**src/rtl/mask_arb_pkg.sv**
```systemverilog
// Shared types for the mask BRAM read arbiter: requester ids and the in-flight read tag.
package mask_arb_pkg;

  localparam int MASK_ADDR_W = 19;

  typedef enum logic {
    REQ_EDGE = 1'b0,
    REQ_AUX  = 1'b1
  } req_id_t;

  typedef struct packed {
    logic    valid;
    req_id_t id;
  } rd_tag_t;

  localparam logic [7:0] BURST_SAT = 8'hFF;

endpackage

```
**src/rtl/rd_tag_pipe.sv**
```systemverilog
// LATENCY+1 stage shift register of read tags; follows each issued read through the BRAM.
module rd_tag_pipe
  import mask_arb_pkg::*;
#(
  parameter int LATENCY = 2
) (
  input  logic    clk_in,
  input  logic    rst_in,
  input  rd_tag_t tag_in,
  output rd_tag_t tag_out
);

  rd_tag_t [LATENCY:0] pipe_q;

  always_ff @(posedge clk_in) begin
    if (!rst_in) begin
      pipe_q <= '0;
    end else begin
      pipe_q[0] <= tag_in;
      for (int i = 1; i <= LATENCY; i++) pipe_q[i] <= pipe_q[i-1];
    end
  end

  assign tag_out = pipe_q[LATENCY];

endmodule

```
**src/rtl/mask_read_arbiter.sv**
```systemverilog
// Two-client arbiter for the mask BRAM read port: sticky round-robin with a burst cap.
// Build option MASK_ARB_FIXED_PRIORITY_EN makes requester 0 always win contention.
module mask_read_arbiter
  import mask_arb_pkg::*;
#(
  parameter int ADDR_WIDTH = MASK_ADDR_W,
  parameter int DATA_WIDTH = 1,
  parameter int LATENCY    = 2,
  parameter int MAX_BURST  = 8
) (
  input  logic                  clk_in,
  input  logic                  rst_in,
  input  logic [1:0]            req_in,
  input  logic [ADDR_WIDTH-1:0] addr0_in,
  input  logic [ADDR_WIDTH-1:0] addr1_in,
  output logic [1:0]            gnt_out,
  output logic [ADDR_WIDTH-1:0] bram_addr_out,
  output logic                  bram_en_out,
  input  logic [DATA_WIDTH-1:0] bram_data_in,
  output logic [1:0]            rvalid_out,
  output logic [DATA_WIDTH-1:0] rdata_out
);

  logic                  owner_q, owner_d;
  logic                  win;
  logic                  any_gnt;
  logic [ADDR_WIDTH-1:0] addr_q;
  logic                  en_q;
  rd_tag_t               tag_in, tag_out;

`ifndef MASK_ARB_FIXED_PRIORITY_EN
  localparam logic [7:0] MAX_BURST_C = 8'(MAX_BURST);
  logic [7:0] burst_q, burst_d;
`endif

  always_comb begin
    gnt_out = 2'b00;
    win     = 1'b0;
    owner_d = owner_q;
`ifndef MASK_ARB_FIXED_PRIORITY_EN
    burst_d = burst_q;
`endif
    any_gnt = rst_in && (req_in != 2'b00);
    case (req_in)
      2'b01:   win = 1'b0;
      2'b10:   win = 1'b1;
`ifdef MASK_ARB_FIXED_PRIORITY_EN
      2'b11:   win = 1'b0;
`else
      // burst_cnt==0 only occurs straight out of reset: no burst is running, so the
      // non-owner (requester 0, since owner resets to 1) takes the first contention.
      2'b11:   win = (burst_q != 8'd0 && burst_q < MAX_BURST_C) ? owner_q : ~owner_q;
`endif
      default: win = 1'b0;
    endcase
    if (any_gnt) begin
      gnt_out[win] = 1'b1;
      owner_d      = win;
`ifndef MASK_ARB_FIXED_PRIORITY_EN
      if (win != owner_q)         burst_d = 8'd1;
      else if (burst_q != BURST_SAT) burst_d = burst_q + 8'd1;
`endif
    end
  end

  always_ff @(posedge clk_in) begin
    if (!rst_in) begin
      owner_q <= 1'b1;
      addr_q  <= '0;
      en_q    <= 1'b0;
`ifndef MASK_ARB_FIXED_PRIORITY_EN
      burst_q <= 8'd0;
`endif
    end else begin
      owner_q <= owner_d;
      en_q    <= any_gnt;
      if (any_gnt) addr_q <= win ? addr1_in : addr0_in;
`ifndef MASK_ARB_FIXED_PRIORITY_EN
      burst_q <= burst_d;
`endif
    end
  end

  assign tag_in = '{valid: any_gnt, id: req_id_t'(win)};

  rd_tag_pipe #(.LATENCY(LATENCY)) u_tag_pipe (
    .clk_in  (clk_in),
    .rst_in  (rst_in),
    .tag_in  (tag_in),
    .tag_out (tag_out)
  );

  assign bram_addr_out = addr_q;
  assign bram_en_out   = en_q;
  assign rvalid_out    = {tag_out.valid && tag_out.id == REQ_AUX,
                          tag_out.valid && tag_out.id == REQ_EDGE};
  assign rdata_out     = bram_data_in;

endmodule

```
**config.mk**
```make
export PLATFORM = sky130hd
export DESIGN_NAME = mask_read_arbiter
export DESIGN_NICKNAME = d
export VERILOG_FILES = /design/src/rtl/mask_arb_pkg.sv /design/src/rtl/rd_tag_pipe.sv /design/src/rtl/mask_read_arbiter.sv
export SDC_FILE = /design/constraint.sdc
export NUM_CORES = 1
export LEC_CHECK = 0
export CORE_ASPECT_RATIO = 1.2
export CORE_UTILIZATION = 45
export DETAILED_ROUTE_END_ITERATION = 16
export PLACE_DENSITY = 0.84
export SYNTH_ARGS = -nofsm -noshare
export SYNTH_HDL_FRONTEND = slang
export SYNTH_HIERARCHICAL = 1
export SYNTH_SLANG_ARGS = --single-unit
```
**constraint.sdc**
```tcl
create_clock -name clk_in -period 4.8 [get_ports clk_in]
set_clock_uncertainty 0.15 [all_clocks]
set_input_delay 0.96 -clock clk_in [delete_from_list [all_inputs] [get_ports clk_in]]
set_output_delay 0.96 -clock clk_in [all_outputs]
set_load 0.01 [all_outputs]
```
==> summary.log, run 1 <==
INFO  critical_path  critical_path.startpoint=rst_in
INFO  pwr            p_comb_frac=0.222
INFO  min_path       worstHoldEndpoint=u_tag_pipe/tag_out[0]
INFO  pwr            pwr-share-seq=0.459
INFO  route          via_count=1,554
INFO  critical_path  reg2regPathDepth=7
INFO  synthesis      synth-warning-count=6
INFO  synthesis      synth_compound_gate_area_share=0.231
INFO  place          place_congestion=0.927
INFO  route          drcViolationCount=0
INFO  critical_path  worstPathCellList=clkdlybuf4s50_1 -> clkinv_1 -> a211oi_4 -> buf_4 -> clkdlybuf4s50_1
INFO  sta            rsz0062_at_grt=no
INFO  clock_network  clock_sink_count=35
INFO  global_route   antenna_found_initial=0
INFO  sta            achievable_clock_frequency=238MHz
INFO  run_status     status=complete, no violations
INFO  min_path       worstHoldStart=u_tag_pipe/pipe_q[2]
INFO  min_path       whs_path_depth=1
INFO  final_layout   post_layout_nets=272
INFO  sta            timing.setup.tns=0ns
INFO  clock_network  cts-hold-fix-buffers=0
INFO  critical_path  worstPathRequired=3.69ns
INFO  route          avgViaCountPerCell=5.86
INFO  critical_path  critPathCaptureType=output port
INFO  route          drt-total-wl=4100um
INFO  die            die_area=3810um2
INFO  critical_path  crit-reg2reg-capture=bram_addr_out[1]
INFO  synthesis      synthXorXnorAreaFrac=0.0281
INFO  critical_path  worst_ep_arrival_time=3.09ns
INFO  final_layout   fill_cells=269
INFO  clock_network  cts_made_buffers=5
INFO  pwr            power_switching=0.174mW
INFO  critical_path  crit-reg2reg-launch=burst_q[0]
INFO  synthesis      synth_top_family_by_area=compound AO/OA/AOI/OAI gates
INFO  pwr            internal_power=0.537mW
INFO  final_layout   drive_gt1_frac=0.110
INFO  die            core_area=3370um2
INFO  synthesis      number_of_synthesized_flops_with_an_enable_pin=0
INFO  final_layout   antennaDiodeCount=0
INFO  synthesis      synth.distinct_cells=39
INFO  critical_path  crit_path_top_delay_cell=sky130_fd_sc_hd__clkdlybuf4s50_1
INFO  clock_network  cts.htree.levels=2
INFO  critical_path  setup.reg_to_reg.worst_slack=2.47ns
INFO  die            placement_rows=23
INFO  sta            setup_viol_count_final=0
INFO  global_route   grt_max_degree=28
INFO  clock_network  cts_setup_buffers=0
INFO  pwr            power_density=303nW/um2
INFO  global_route   grt_pass1_wl=6700um
INFO  synthesis      syn_inst=164
INFO  final_layout   final_common_cell=sky130_fd_sc_hd__clkdlybuf4s50_1
INFO  clock_network  cts_tree=done
INFO  die            floorplan.io_pins=68
INFO  die            chip_height=67.4um
INFO  synthesis      syn-num-nets=209
INFO  die            initial_core_util=0.477
INFO  place          port_buffers=65
INFO  critical_path  timing.setup.critical_path_class=primary input to output port
INFO  critical_path  crit_path_start_kind=primary input
INFO  clock_network  clock_latency=0.28ns
INFO  critical_path  worst_path_top_cell_family_by_delay=buffers and inverters
INFO  clock_network  cts_resized=0
INFO  pwr            max-vdd-ir-drop=0.246mV
INFO  global_route   grt.total_usage=0.226
INFO  global_route   overflow=0
INFO  sta            transition_time_of_the_tightest_slew_check_pin=0.591ns
INFO  route          drtPass1Iterations=4
INFO  synthesis      postSynthRegisterBits=35
INFO  clock_network  clkTransAtPathRegs=0.07ns
INFO  synthesis      synthSimpleGateAreaFrac=0.228
INFO  sta            report.final.hold_viol_count=0
INFO  synthesis      synth.avg_cell_area=9.79um2
INFO  clock_network  cts_root_buffer=sky130_fd_sc_hd__clkbuf_8
INFO  pwr            total_leakage_power=0.955nW
INFO  pwr            totalPowerFinal=0.711mW
INFO  die            floorplan.die.width=56.5um
INFO  route          initialDrtViolationCount=85
INFO  synthesis      synth_async_sr_flop_share=0
INFO  sta            fin_crit=4.20ns
INFO  place          dpl-instance-area=2250um2
INFO  synthesis      seq_area_frac_synth=0.436
INFO  sta            final-max-slew-violation-count=0
INFO  critical_path  worst_path_most_repeated_cell=sky130_fd_sc_hd__clkdlybuf4s50_1
INFO  synthesis      synth_largest_area_cell=sky130_fd_sc_hd__dfxtp_1
INFO  route          drtAntennaViolNets=0
INFO  synthesis      most_instantiated_flip_flop_cell_in_the_synthesis_netlist=sky130_fd_sc_hd__dfxtp_1
INFO  synthesis      yosys.area.top_type_share=0.436
INFO  pwr            clockPowerShare=0.319
INFO  critical_path  worst-path-buf-inv=4
INFO  sta            timing.max_slew.rel_slack=0.606
INFO  sta            post-route-period-util=0.876
INFO  critical_path  critPathMaxFanout=19
INFO  route          drt-wirelength-per-cell=15.5um
INFO  synthesis      post_synth_mux_area_share=0
INFO  job            max_cap_violations=0
INFO  final_layout   flow.area_growth_from_synthesis=46.1%
INFO  synthesis      synthesis.area=1610um2
INFO  synthesis      synthTopCellsByArea=sky130_fd_sc_hd__dfxtp_1, sky130_fd_sc_hd__and3_1, sky130_fd_sc_hd__a221o_1
INFO  clock_network  ctsLongestPathBuffers=2
INFO  synthesis      post_synth_fa_ha_maj_area_fraction=0.0156
INFO  place          dp.final_hpwl=3050um
INFO  final_layout   final_design_area_no_fill=2350um2
INFO  global_route   first_global_vias=1,465
INFO  pwr            fraction_of_power_spent_switching_nets=0.245
INFO  min_path       min-delay-path-class=register to register
INFO  final_layout   layout_common_cells=sky130_fd_sc_hd__clkdlybuf4s50_1, sky130_fd_sc_hd__dfxtp_1, sky130_fd_sc_hd__and3_1, sky130_fd_sc_hd__a221o_1, sky130_fd_sc_hd__a21oi_1
INFO  critical_path  critical_path.max_stage_delay=0.66ns
## cell usage after synthesis, types with 2 or more instances
cell type                  instances
sky130_fd_sc_hd__dfxtp_1          35
sky130_fd_sc_hd__and3_1           19
sky130_fd_sc_hd__a221o_1          11
sky130_fd_sc_hd__a21oi_1          10
sky130_fd_sc_hd__nor2_1            9
sky130_fd_sc_hd__a221o_2           7
sky130_fd_sc_hd__and2_1            7
sky130_fd_sc_hd__nand2_1           7
sky130_fd_sc_hd__clkbuf_1          6
sky130_fd_sc_hd__nand3_1           6
sky130_fd_sc_hd__nor3_1            6
sky130_fd_sc_hd__buf_4             4
sky130_fd_sc_hd__inv_1             4
sky130_fd_sc_hd__nand4_1           3
sky130_fd_sc_hd__ha_1              2
sky130_fd_sc_hd__nor2b_1           2
sky130_fd_sc_hd__o21ai_0           2
sky130_fd_sc_hd__o31ai_1           2
sky130_fd_sc_hd__xor2_1            2
## metal layers
metal / vias up / GRT usage / share of wire
li1: 737 / - / -
met1: 737 / 0.261 / 0.40
met2: 74 / 0.397 / 0.50
met3: 6 / 0.0766 / 0.092
met4: 0 / 0.0671 / 0.0093
met5: - / 0 / 0
## stage by stage
step                      hold WS [ns]  cells   util  worst slack [ns]
after floorplan                  0.262    164      -              1.93
after global placement           0.271    257  0.667             0.671
after detailed placement         0.273    257  0.667             0.616
after CTS                        0.288    265  0.697             0.597
after global routing             0.312    265  0.697             0.456
final                            0.283    265  0.697             0.597
## final cells by class
cell class / count / area, um2 / share of cell area
Clock buffer: 8 / 100 / 0.0427
Inverter: 5 / 18.8 / 0.00800
Multi-Input combinational cell: 112 / 807 / 0.344
Sequential cell: 35 / 701 / 0.299
Tap cell: 37 / 46.3 / 0.0197
Timing Repair Buffer: 68 / 673 / 0.287
## cells by family after synthesis
| logic type | Yosys count |
|---|---|
| buffers and inverters | 17 |
| XOR/XNOR | 3 |
| AND/OR/NAND/NOR | 64 |
| adder cells (fa/ha/maj) | 2 |
| flip-flops | 35 |
| AO/OA/AOI/OAI | 43 |
## power groups by stage
stage	Clock [mW]	Sequential (mW)	Combinational (mW)
after floorplan	0	0.338	0.0684
after global placement	0	0.332	0.153
after detailed placement	0	0.332	0.158
after CTS	0.228	0.327	0.159
after global routing	0.242	0.329	0.169
final	0.227	0.327	0.158
## registers in the layout, summed over array words and instances (netlist names)
register,flops
bram_addr_out,19
burst_q,8
u_tag_pipe/pipe_q,4
u_tag_pipe/tag_out,2
bram_en_out,1
owner_q,1
## worst max path at each step
stage	endpoint	slack, ns	cells after the start
2_1_floorplan	gnt_out[1]	1.93	3
3_3_place_gp	gnt_out[1]	0.67	5
3_5_place_dp	gnt_out[1]	0.62	5
5_1_grt	gnt_out[1]	0.46	5
6_report	gnt_out[1]	0.60	5
4_1_cts	gnt_out[1]	0.60	5
## worst register-to-register path, cell delays in order, from the launching register on
cell and delay [ns]:
sky130_fd_sc_hd__dfxtp_1 0.42, sky130_fd_sc_hd__inv_1 0.10, sky130_fd_sc_hd__ha_1 0.20, sky130_fd_sc_hd__nand2b_1 0.10, sky130_fd_sc_hd__nand3_4 0.13, sky130_fd_sc_hd__xnor2_4 0.19, sky130_fd_sc_hd__o211a_1 0.46, sky130_fd_sc_hd__a221o_2 0.48
Power figures use the tool's default switching activity.
==> run 2, diff against run 1 <==
--- a/config.mk
+++ b/config.mk
@@ -5,8 +5,11 @@
 export SDC_FILE = /design/constraint.sdc
 export NUM_CORES = 1
 export LEC_CHECK = 0
+export ABC_CLOCK_PERIOD_IN_PS = 4800
 export CORE_ASPECT_RATIO = 1.2
+export CORE_MARGIN = 3
 export CORE_UTILIZATION = 45
+export CTS_CLUSTER_DIAMETER = 120
 export DETAILED_ROUTE_END_ITERATION = 16
 export PLACE_DENSITY = 0.84
 export SYNTH_ARGS = -nofsm -noshare
==> run 2 against run 1 <==
Clock power is 20% higher. Sequential power is essentially flat. Core utilization is 0.15 points higher. Non-clock buffer count rose by 1. Die area rose by 13%. Critical path depth is 1 lower.
==> summary.log, run 2 (synthesis results as in run 1) <==
INFO  run_status     status=complete, no violations
INFO  critical_path  critPathCaptureType=output port
INFO  clock_network  cts_root_buffer=sky130_fd_sc_hd__clkbuf_8
INFO  sta            final-max-slew-violation-count=0
INFO  place          port_buffers=65
INFO  sta            post-route-period-util=0.775
INFO  critical_path  crit_path_top_delay_cell=sky130_fd_sc_hd__clkdlybuf4s50_1
INFO  route          drt-wirelength-per-cell=15.7um
INFO  clock_network  cts_tree=done
INFO  final_layout   final_common_cell=sky130_fd_sc_hd__clkdlybuf4s50_1
INFO  sta            rsz0062_at_grt=no
INFO  critical_path  worst_ep_arrival_time=2.61ns
INFO  sta            fin_crit=3.72ns
INFO  place          dp.final_hpwl=2990um
INFO  critical_path  worstPathCellList=clkdlybuf4s50_1 -> clkinv_1 -> a211oi_4 -> clkdlybuf4s50_1
INFO  final_layout   layout_common_cells=sky130_fd_sc_hd__clkdlybuf4s50_1, sky130_fd_sc_hd__dfxtp_1, sky130_fd_sc_hd__and3_1, sky130_fd_sc_hd__a221o_1, sky130_fd_sc_hd__a21oi_1
INFO  die            core_area=3400um2
INFO  sta            timing.max_slew.rel_slack=0.631
INFO  die            floorplan.die.width=60.5um
INFO  critical_path  worstPathRequired=3.69ns
INFO  sta            achievable_clock_frequency=269MHz
INFO  place          dpl-instance-area=2250um2
INFO  global_route   grt.total_usage=0.207
INFO  die            die_area=4320um2
INFO  min_path       min-delay-path-class=register to register
INFO  critical_path  crit-reg2reg-launch=burst_q[0]
INFO  min_path       whs_path_depth=1
INFO  global_route   grt_pass1_wl=6690um
INFO  clock_network  cts_made_buffers=5
INFO  final_layout   antennaDiodeCount=0
INFO  critical_path  worst-path-buf-inv=3
INFO  critical_path  critPathMaxFanout=8
INFO  min_path       worstHoldStart=u_tag_pipe/pipe_q[1]
INFO  critical_path  reg2regPathDepth=7
INFO  global_route   overflow=0
INFO  critical_path  worst_path_top_cell_family_by_delay=buffers and inverters
INFO  critical_path  worst_path_most_repeated_cell=sky130_fd_sc_hd__clkdlybuf4s50_1
INFO  die            chip_height=71.4um
INFO  sta            timing.setup.tns=0ns
INFO  route          drtPass1Iterations=5
INFO  final_layout   post_layout_nets=273
INFO  sta            transition_time_of_the_tightest_slew_check_pin=0.553ns
INFO  route          initialDrtViolationCount=141
INFO  place          place_congestion=0.843
INFO  final_layout   final_design_area_no_fill=2370um2
INFO  critical_path  setup.reg_to_reg.worst_slack=2.48ns
INFO  job            max_cap_violations=0
INFO  final_layout   final-seq-area=701um2
INFO  critical_path  timing.setup.critical_path_class=primary input to output port
INFO  die            placement_rows=23
INFO  route          drcViolationCount=0
INFO  route          avgViaCountPerCell=5.71
INFO  route          via_count=1,518
INFO  final_layout   drive_gt1_frac=0.118
INFO  die            floorplan.io_pins=68
INFO  clock_network  cts_setup_buffers=0
INFO  critical_path  crit-reg2reg-capture=burst_q[6]
INFO  sta            setup_viol_count_final=0
INFO  clock_network  cts_resized=0
INFO  clock_network  clkTransAtPathRegs=0.07ns
INFO  pwr            power_density=319nW/um2
INFO  sta            report.final.hold_viol_count=0
INFO  final_layout   fill_cells=258
INFO  die            initial_core_util=0.473
INFO  critical_path  critical_path.max_stage_delay=0.58ns
INFO  final_layout   flow.area_growth_from_synthesis=47.7%
INFO  pwr            max-vdd-ir-drop=0.248mV
INFO  global_route   antenna_found_initial=0
INFO  critical_path  crit_path_start_kind=primary input
INFO  route          drtAntennaViolNets=0
INFO  global_route   first_global_vias=1,455
INFO  min_path       worstHoldEndpoint=u_tag_pipe/pipe_q[3]
INFO  clock_network  cts-hold-fix-buffers=0
INFO  final_layout   largest_reg_flops=19
INFO  clock_network  clock_sink_count=35
INFO  clock_network  clock_latency=0.28ns
INFO  final_layout   multi_input_area=807um2
INFO  clock_network  cts.htree.levels=2
INFO  route          drt-total-wl=4160um
INFO  pwr            total_leakage_power=0.970nW
INFO  clock_network  ctsLongestPathBuffers=2
INFO  global_route   grt_max_degree=30
run 2: final cells by class:
| type | count | share of cell area |
|---|---|---|
| Sequential cell | 35 | 0.296 |
| Tap cell | 37 | 0.0195 |
| Timing Repair Buffer | 69 | 0.287 |
| Multi-Input combinational cell | 112 | 0.340 |
| Clock buffer | 6 | 0.0348 |
| Clock inverter | 2 | 0.0148 |
| Inverter | 5 | 0.00792 |
run 2: per-layer routing:
layer,vias up,track usage,share of wire
li1,742,-,-
met1,702,0.260,0.43
met2,72,0.305,0.45
met3,2,0.112,0.11
met4,0,0.0651,0.0065
met5,-,0,0
run 2: metrics by stage:
stage	cells	utilization	total power, mW	hold slack [ns]	setup WS [ns]
2_1_floorplan	164	-	0.406	0.262	1.93
3_3_place_gp	258	0.664	0.488	0.264	1.11
3_5_place_dp	258	0.664	0.491	0.273	1.10
4_1_cts	266	0.698	0.762	0.289	1.08
5_1_grt	266	0.698	0.792	0.304	1.03
6_report	266	0.698	0.757	0.285	1.08
run 2: worst max path at each step:
stage                          from    endpoint  slack [ns]  cells past startpoint
after detailed placement     rst_in  gnt_out[1]        1.10                      4
after global placement       rst_in  gnt_out[1]        1.11                      4
final                        rst_in  gnt_out[1]        1.08                      4
after CTS                    rst_in  gnt_out[1]        1.08                      4
after global routing         rst_in  gnt_out[1]        1.03                      4
after floorplan           req_in[0]  gnt_out[1]        1.93                      3
run 2: power by group:
part	switching, mW	internal, mW
sequential	0.0129	0.312
clock	0.105	0.168
combinational	0.0650	0.0944
total	0.182	0.575
==> run 3, diff against run 2 <==
--- a/config.mk
+++ b/config.mk
@@ -5,13 +5,13 @@
 export SDC_FILE = /design/constraint.sdc
 export NUM_CORES = 1
 export LEC_CHECK = 0
-export ABC_CLOCK_PERIOD_IN_PS = 4800
+export ABC_CLOCK_PERIOD_IN_PS = 3350
 export CORE_ASPECT_RATIO = 1.2
 export CORE_MARGIN = 3
-export CORE_UTILIZATION = 45
+export CORE_UTILIZATION = 38
 export CTS_CLUSTER_DIAMETER = 120
 export DETAILED_ROUTE_END_ITERATION = 16
-export PLACE_DENSITY = 0.84
+export PLACE_DENSITY = 0.76
 export SYNTH_ARGS = -nofsm -noshare
 export SYNTH_HDL_FRONTEND = slang
 export SYNTH_HIERARCHICAL = 1
==> constraint.sdc (replaced) <==
create_clock -name clk_in -period 3.35 [get_ports clk_in]
set_clock_uncertainty 0.15 [all_clocks]
set_input_delay 0.67 -clock clk_in [delete_from_list [all_inputs] [get_ports clk_in]]
set_output_delay 0.67 -clock clk_in [all_outputs]
set_load 0.01 [all_outputs]
==> run 3 against run 2 <==
Clock power up 41%. Clock-buffer cell count unchanged. Largest cell class unchanged. Sequential power is 43% higher. Flip-flop and latch count stayed put. Highest routed layer unchanged. Critical path depth up 3. Critical endpoint unchanged. Hold slack lost 0.0016 ns. Setup slack worse by 0.90 ns. Power increased by 43%. Core utilization fell by 9.7 points.
==> summary.log, run 3 (synthesis results as in run 1) <==
INFO  route          drt-total-wl=3990um
INFO  critical_path  critical_path.max_stage_delay=0.60ns
INFO  sta            fin_crit=3.17ns
INFO  critical_path  crit-reg2reg-launch=burst_q[0]
INFO  route          drtPass1Iterations=4
INFO  critical_path  critPathMaxFanout=6
INFO  pwr            total_leakage_power=0.979nW
INFO  sta            final-max-slew-violation-count=0
INFO  place          port_buffers=65
INFO  clock_network  ctsLongestPathBuffers=2
INFO  sta            layout_setup_ws=0.184ns
INFO  global_route   overflow=0
INFO  sta            transition_time_of_the_tightest_slew_check_pin=0.556ns
INFO  die            placement_rows=25
INFO  critical_path  reg2regPathDepth=8
INFO  place          dp.final_hpwl=2870um
INFO  final_layout   final_common_cell=sky130_fd_sc_hd__clkdlybuf4s50_1
INFO  sta            report.final.hold_viol_count=0
INFO  place          place_inst=277
INFO  global_route   grt.total_usage=0.174
INFO  critical_path  crit-reg2reg-capture=bram_addr_out[5]
INFO  global_route   grt_max_degree=28
INFO  sta            setup_viol_count_final=0
INFO  sta            timing.max_slew.rel_slack=0.630
INFO  final_layout   fill_cells=389
INFO  pwr            totalPowerFinal=1.08mW
INFO  route          drt-wirelength-per-cell=14.0um
INFO  clock_network  cts_resized=0
INFO  critical_path  worstPathRequired=2.53ns
INFO  final_layout   flow.area_growth_from_synthesis=50.0%
INFO  route          via_count=1,509
INFO  clock_network  cts_tree=done
INFO  clock_network  cts.htree.levels=2
INFO  final_layout   antennaDiodeCount=0
INFO  sta            rsz0062_at_grt=no
INFO  sta            achievable_clock_frequency=316MHz
INFO  final_layout   final_design_area_no_fill=2410um2
INFO  sta            timing.setup.tns=0ns
INFO  clock_network  clock_latency=0.28ns
INFO  route          drcViolationCount=0
INFO  critical_path  critPathCaptureType=output port
INFO  critical_path  worst_ep_arrival_time=2.35ns
INFO  global_route   first_global_vias=1,508
INFO  critical_path  setup.reg_to_reg.worst_slack=1.07ns
INFO  min_path       worstHoldEndpoint=u_tag_pipe/pipe_q[2]
INFO  route          avgViaCountPerCell=5.29
INFO  job            max_cap_violations=0
INFO  pwr            power_density=449nW/um2
INFO  sta            post-route-period-util=0.945
INFO  place          dpl-instance-area=2290um2
INFO  run_status     status=complete, no violations
INFO  sta            hold-worst-slack=0.283ns
INFO  critical_path  crit_path_start_kind=register
INFO  min_path       whs_path_depth=1
INFO  final_layout   post_layout_nonfiller_instances=285
INFO  final_layout   final_core_util=0.601
INFO  place          place_congestion=0.891
INFO  final_layout   largest_reg_flops=19
INFO  clock_network  cts-hold-fix-buffers=0
INFO  clock_network  cts_made_buffers=5
INFO  die            floorplan.io_pins=68
INFO  die            core_area=4000um2
INFO  min_path       worstHoldStart=u_tag_pipe/pipe_q[0]
INFO  die            die_area=5040um2
INFO  critical_path  crit_path_top_delay_cell=sky130_fd_sc_hd__clkdlybuf4s50_1
INFO  clock_network  clkTransAtPathRegs=0.07ns
INFO  min_path       min-delay-path-class=register to register
INFO  clock_network  clock_sink_count=35
INFO  place          post-place-ws=0.280ns
INFO  clock_network  cts_setup_buffers=0
INFO  clock_network  cts_root_buffer=sky130_fd_sc_hd__clkbuf_8
INFO  final_layout   drive_gt1_frac=0.126
INFO  final_layout   layout_common_cells=sky130_fd_sc_hd__clkdlybuf4s50_1, sky130_fd_sc_hd__dfxtp_1, sky130_fd_sc_hd__and3_1, sky130_fd_sc_hd__a221o_1, sky130_fd_sc_hd__a21oi_1
INFO  die            floorplan.die.width=65.3um
INFO  critical_path  timing.setup.critical_path_class=register to output port
INFO  route          initialDrtViolationCount=63
INFO  die            initial_core_util=0.401
INFO  final_layout   post_layout_nets=275
INFO  pwr            max-vdd-ir-drop=0.275mV
INFO  die            chip_height=77.2um
INFO  global_route   grt_pass1_wl=6740um
INFO  route          drtAntennaViolNets=0
INFO  global_route   antenna_found_initial=0
INFO  critical_path  worstPathCellList=inv_1 -> ha_1 -> nand2b_1 -> nand3_4 -> xnor2_4 -> a211oi_4 -> clkdlybuf4s50_1
-- run 3: where the power goes --
part	switching [mW]	internal, mW	leakage, nW
clock	0.146	0.241	0.0612
combinational	0.0916	0.137	0.630
sequential	0.0176	0.448	0.288
-- run 3: how the worst max path moves through the flow --
stage,startpoint,cells past startpoint,to
after floorplan,burst_q[0],7,gnt_out[1]
after global placement,req_in[1],4,gnt_out[1]
after detailed placement,req_in[1],4,gnt_out[1]
after CTS,burst_q[0],7,gnt_out[1]
after global routing,burst_q[0],7,gnt_out[1]
final,burst_q[0],7,gnt_out[1]
-- run 3: critical path: cells and delay by family (launching register included) --
| family | cells | cell delay (ns) |
|---|---|---|
| DFF | 1 | 0.43 |
| xor gates and xnor gates | 1 | 0.18 |
| adders and majority gates | 1 | 0.20 |
| and+or+nand+nor | 2 | 0.24 |
| buffers and inverters | 2 | 0.71 |
| AOI/OAI and AO/OA | 1 | 0.31 |
-- run 3: routing by layer --
layer	global-route usage	wire length (um)	vias to the layer above
met5	0	0	-
met4	0.102	88	0
met3	0.0659	388	6
met2	0.262	1860	68
met1	0.208	1650	690
li1	-	-	745
-- run 3: area by class of cell --
class,instances,area (um2),area share
Clock inverter,2,35.0,0.0146
Timing Repair Buffer,71,696,0.289
Clock buffer,6,82.6,0.0343
Multi-Input combinational cell,112,807,0.335
Sequential cell,35,701,0.291
Inverter,5,18.8,0.00780
Tap cell,54,67.6,0.0281
